**config.mk**
```make
export PLATFORM = sky130hd
export DESIGN_NAME = switch_debounce_flat
export DESIGN_NICKNAME = d
export VERILOG_FILES = /design/src/rtl/switch_debounce_if.sv /design/src/rtl/switch_debounce.sv /design/src/flat_wrapper.sv
export SDC_FILE = /design/constraint.sdc
export NUM_CORES = 1
export LEC_CHECK = 0
export CORE_MARGIN = 3
export CORE_UTILIZATION = 23
export CTS_CLUSTER_SIZE = 24
export DETAILED_ROUTE_END_ITERATION = 12
export PLACE_DENSITY = 0.36
export SKIP_LAST_GASP = 1
export SLEW_MARGIN = 20
export SYNTH_ARGS = -nofsm -noshare
export SYNTH_HDL_FRONTEND = slang
export SYNTH_SLANG_ARGS = --single-unit
```
**constraint.sdc**
```tcl
create_clock -name clock -period 6 [get_ports clock]
set_clock_uncertainty 0.1 [all_clocks]
set_input_delay 0.9 -clock clock [delete_from_list [all_inputs] [get_ports clock]]
set_output_delay 0.9 -clock clock [all_outputs]
set_load 0.02 [all_outputs]
```
**src/rtl/switch_debounce_if.sv**
```systemverilog
// Switch debounce port bundle: raw switch pins in, debounced pattern and
// change pulse out. WIDTH must match the WIDTH of the attached debouncer.
interface switch_debounce_if #(
  parameter int WIDTH = 5
);
  logic [WIDTH-1:0] switches_raw;
  logic [WIDTH-1:0] switches_out;
  logic             update;

  // Board / bench side: drives pins, observes debounced result
  modport master (
    output switches_raw,
    input  switches_out,
    input  update
  );

  // Debouncer side
  modport slave (
    input  switches_raw,
    output switches_out,
    output update
  );
endinterface

```
**src/rtl/switch_debounce.sv**
```systemverilog
// Synchronises and debounces the active-low mode switches. A new pattern is
// forwarded only after it has been steady for DEBOUNCE_CYCLES clocks, and a
// one-cycle update pulse marks each accepted change of switches_out.
module switch_debounce #(
  parameter int               WIDTH           = 5,
  parameter int               DEBOUNCE_CYCLES = 270000,
  parameter logic [WIDTH-1:0] RESET_VALUE     = '1
) (
  input logic             clock,
  input logic             reset,
  switch_debounce_if.slave sw
);

  localparam int            CW   = $clog2(DEBOUNCE_CYCLES);
  localparam logic [CW-1:0] LAST = CW'(DEBOUNCE_CYCLES - 1);

  typedef enum logic {
    ST_STABLE   = 1'b0,
    ST_COUNTING = 1'b1
  } state_t;

  logic [WIDTH-1:0] r_sync1;
  logic [WIDTH-1:0] r_sync2;
  logic [WIDTH-1:0] r_cand;
  logic [WIDTH-1:0] r_out;
  logic [CW-1:0]    r_cnt;
  logic             r_update;
  state_t           r_state;

  logic             w_changed;

  // The candidate is compared against the synchronised value only; any bit
  // moving restarts the window regardless of which bit it is.
  assign w_changed = (r_sync2 != r_cand);

  // Two-flop synchroniser; the only consumer of the asynchronous pins
  always_ff @(posedge clock) begin
    if (reset) begin
      r_sync1 <= RESET_VALUE;
      r_sync2 <= RESET_VALUE;
    end else begin
      r_sync1 <= sw.switches_raw;
      r_sync2 <= r_sync1;
    end
  end

  // Debounce FSM: track a candidate pattern, count its stable clocks and
  // publish it (with a single-cycle pulse) once the window expires
  always_ff @(posedge clock) begin
    if (reset) begin
      r_cand   <= RESET_VALUE;
      r_out    <= RESET_VALUE;
      r_cnt    <= '0;
      r_update <= 1'b0;
      r_state  <= ST_STABLE;
    end else begin
      r_update <= 1'b0;
      case (r_state)
        ST_STABLE: begin
          if (w_changed) begin
            r_cand  <= r_sync2;
            r_cnt   <= '0;
            r_state <= ST_COUNTING;
          end
        end
        ST_COUNTING: begin
          if (w_changed) begin
            r_cand <= r_sync2;
            r_cnt  <= '0;
          end else if (r_cnt != LAST) begin
            r_cnt <= r_cnt + 1'b1;
          end else begin
            // Window expired; a bounce back to the current output is
            // absorbed silently
            r_state <= ST_STABLE;
            if (r_cand != r_out) begin
              r_out    <= r_cand;
              r_update <= 1'b1;
            end
          end
        end
        default: r_state <= ST_STABLE;
      endcase
    end
  end

  assign sw.switches_out = r_out;
  assign sw.update       = r_update;

endmodule

```
**src/flat_wrapper.sv**
```systemverilog
// flat-port wrapper written by rule: the top's interface ports become plain ports
module switch_debounce_flat 
#(
  parameter int               WIDTH           = 5,
  parameter int               DEBOUNCE_CYCLES = 270000,
  parameter logic [WIDTH-1:0] RESET_VALUE     = '1
)
  (clock, reset, sw_switches_raw, sw_switches_out, sw_update);
  switch_debounce_if #(.WIDTH(WIDTH)) sw_i ();
  input logic clock;
  input logic reset;
  input wire logic [$bits(sw_i.switches_raw)-1:0] sw_switches_raw;
  output wire logic [$bits(sw_i.switches_out)-1:0] sw_switches_out;
  output wire logic [$bits(sw_i.update)-1:0] sw_update;
  assign sw_i.switches_raw = sw_switches_raw;
  assign sw_switches_out = sw_i.switches_out;
  assign sw_update = sw_i.update;
  switch_debounce #(.WIDTH(WIDTH), .DEBOUNCE_CYCLES(DEBOUNCE_CYCLES), .RESET_VALUE(RESET_VALUE)) u_core (.clock(clock), .reset(reset), .sw(sw_i));
endmodule
```
==> flow_metrics.py <==
metrics = {
    "sta": {
        "final-setup-viol-count": 0,
        "setup_tns_ps": 0,
        "hold_violations": 0,
        "rsz0062_at_grt": "no",
        "drv_slew": 0,
        "tightest_slew_ps": 695,
        "fin_ws_ps": 3340,
        "fin_crit_ps": 2660,
        "relSlewSlack_pct": 53.7,
        "period_share_pct": 44.3,
        "fmax_mhz": 377,
    },
    "final_layout": {
        "diodes": 0,
        "syn_to_final_growth_pct": 18.4,
        "final_nets": 203,
        "drive_above_1_share_pct": 16.4,
    },
    "global_route": {
        "grt_pass1_wl_um": 6570,
        "antenna_found_initial": 0,
        "busiest_layer": "met2",
        "grt_pass1_vias": 1360,
        "use_met1_pct": 11.3,
        "grt_use_met2_pct": 15.7,
        "grt_overflow": 0,
        "grtUsageMet3_pct": 3.59,
        "grt_max_degree": 24,
        "groute.usage.overall_pct": 9.60,
    },
    "route": {
        "vias": 1365,
        "ant_nets": 0,
        "first_pass_iters": 4,
        "vias_per_cell": 4.64,
        "totalWireLength_um": 3760,
        "wl_per_cell_um": 12.8,
        "first_iter_violations": 42,
        "drc": 0,
    },
    "hold_path": {
        "hp-class": "flop to flop",
        "min_to": "u_core.r_sync2[2]",
        "hold_depth": 1,
        "hold_start": "u_core.r_sync1[2]",
    },
    "critical_path": {
        "cp.required_ps": 6100,
        "critical_path_class": "input pin to flop",
        "worst-path-max-fanout": 23,
        "critPathLaunchType": "input pin",
        "reg2reg_to": "u_core.sw.switches_out[1]",
        "r2r_slack_ps": 3350,
        "arrival_ps": 2760,
        "rr_startpoint": "u_core.r_cnt[0]",
        "endpoint_kind": "flop",
        "worstRegToRegCells": 6,
    },
    "place": {
        "numPortBuffers": 12,
        "post-place-ws_ps": 2970,
        "gp_congestion": 0.768,
        "dp_hpwl_um": 2710,
    },
    "floorplanning": {
        "core_mm2": 0.00745,
        "die_area_mm2": 0.00895,
        "io_pins": 13,
        "die_width_um": 94.6,
        "start_util_pct": 24.3,
        "die_y_um": 94.6,
        "rows": 31,
    },
    "pwr": {
        "p_per_area_mw_per_mm2": 269,
        "ir_drop_mv": 0.0981,
        "leakage_nw": 0.717,
    },
    "clock_network": {
        "clk_pin_slew_ps": 80,
        "ctsLongestPathBuffers": 2,
        "clock_latency_ps": 300,
        "cts.sinks": 41,
        "cts_tree": "done",
        "clock-root-buffer": "clkbuf_8",
        "hold_buffers": 0,
        "post_cts_buffers": 0,
        "h-tree-depth": 2,
        "cts_resized": 0,
        "cts_buffers": 5,
    },
    "synth": {
        "synth_nets": 190,
        "yosys_warnings": 0,
        "synth_area_mm2": 0.00181,
        "ys_types": 41,
        "syn_area_per_cell_um2": 9.98,
        "synth_seq_cells": 41,
        "synthCells": 181,
        "yosysSeqAreaShare_pct": 45.4,
    },
    "job": {
        "cap_viol_max_count": 0,
    },
    "run_status": {
        "status": "complete, no violations",
    },
}
-- worst max-delay path by stage --
stage / startpoint / endpoint / slack (ps) / cells after the start
floorplan: u_core.r_cnt[0] / u_core.sw.switches_out[0] / 3860 / 6
global placement: reset / u_core.r_cnt[13] / 3060 / 3
detailed placement: reset / u_core.r_cnt[13] / 2970 / 3
CTS: reset / u_core.r_cnt[13] / 3300 / 3
global route: u_core.r_cnt[0] / u_core.sw.switches_out[2] / 3080 / 6
finish: reset / u_core.r_cnt[13] / 3340 / 3
-- cell type report --
cell class,instances,area [um^2]
inverter,3,11.3
sequential,41,821
fill,805,5310
multi-input combinational,131,930
clock buffer,5,68.8
tap,99,124
timing repair buffer,12,120
clock inverter,3,65.1
-- state kept, by name, indices dropped and copies added (netlist names) --
name and flops:
u_core.r_cnt 19, u_core.r_cand 5, u_core.r_sync1 5, u_core.r_sync2 5
u_core.sw.switches_out 5, u_core.r_state 1, u_core.sw.update 1
-- synthesized netlist by cell type (all sizes together) --
master / instances / area, um^2
dfxtp: 41 / 821
or2: 15 / 93.8
nor2: 11 / 41.3
a21oi: 10 / 50.1
xor2: 9 / 78.8
nand3: 8 / 45.0
nand4: 8 / 56.3
xnor2: 8 / 70.1
or3: 7 / 43.8
nand2: 6 / 22.5
o21ai: 6 / 52.6
a21o: 5 / 37.5
a41o: 5 / 50.1
and2: 5 / 31.3
buf: 3 / 33.8
clkbuf: 3 / 11.3
inv: 3 / 11.3
nor3: 3 / 15.0
o31ai: 3 / 22.5
or4: 3 / 25.0
and4: 2 / 17.5
ha: 2 / 25.0
nor4: 2 / 27.5
o211ai: 2 / 15.0
or4b: 2 / 23.8
a211oi: 1 / 7.51
a311oi: 1 / 8.76
and3: 1 / 6.26
mux2i: 1 / 10.0
nand4bb: 1 / 11.3
nor4b: 1 / 15.0
o2111ai: 1 / 8.76
o31a: 1 / 8.76
o41ai: 1 / 8.76
-- worst max-delay path, cell delays in order --
cell	delay (ps)
clkdlybuf4s50_1	740
or3_1	810
a311oi_1	300
-- kinds of logic after synthesis --
family | share of synthesized area [%]
buf+inv | 3.12
compound gates | 15.0
mux | 0.554
simple gates | 26.3
fa+ha+maj | 1.38
flops | 45.4
xor+xnor | 8.24
-- layout by cell type (no fill, tap or decap), types with 2 or more instances in the layout --
cell type         n
and2_1            5
xor2_1            9
dfxtp_1          41
o31ai_1           3
or2_2            15
clkdlybuf4s50_1  12
a21o_1            5
nand4_1           7
o21ai_4           2
o21ai_1           2
nor2_1           11
o21ai_0           2
clkbuf_8          5
nand2_1           6
nor3_1            3
and4_1            2
or3_1             7
bufinv_16         2
inv_1             3
nand3_1           7
o211ai_1          2
a21oi_1          10
ha_1              2
xnor2_1           8
or4_2             2
a41o_1            5
-- where the power goes --
| part | total [W] | switching (W) | internal, W |
|---|---|---|---|
| clock network | 0.000262 | 0.0000966 | 0.000165 |
| logic | 0.0000304 | 0.0000164 | 0.0000140 |
| registers | 0.000284 | 0.00000649 | 0.000277 |
-- metrics by stage --
stage	hold slack (ps)	total power, W	utilization (%)	cell area [um^2]	std cells
2_1_floorplan	289	0.000313	-	1810	181
3_3_place_gp	295	0.000321	26.9	2010	286
3_5_place_dp	293	0.000321	26.9	2010	286
4_1_cts	312	0.000585	28.7	2140	294
5_1_grt	338	0.000604	28.7	2140	294
6_report	311	0.000576	28.7	2140	294
-- metal layers --
metal	routed length [um]	vias up
met5	0	-
met4	75	0
li1	-	689
met2	1810	16
met1	1730	653
met3	138	7
Note: power is estimated with default switching activity, not from simulation.
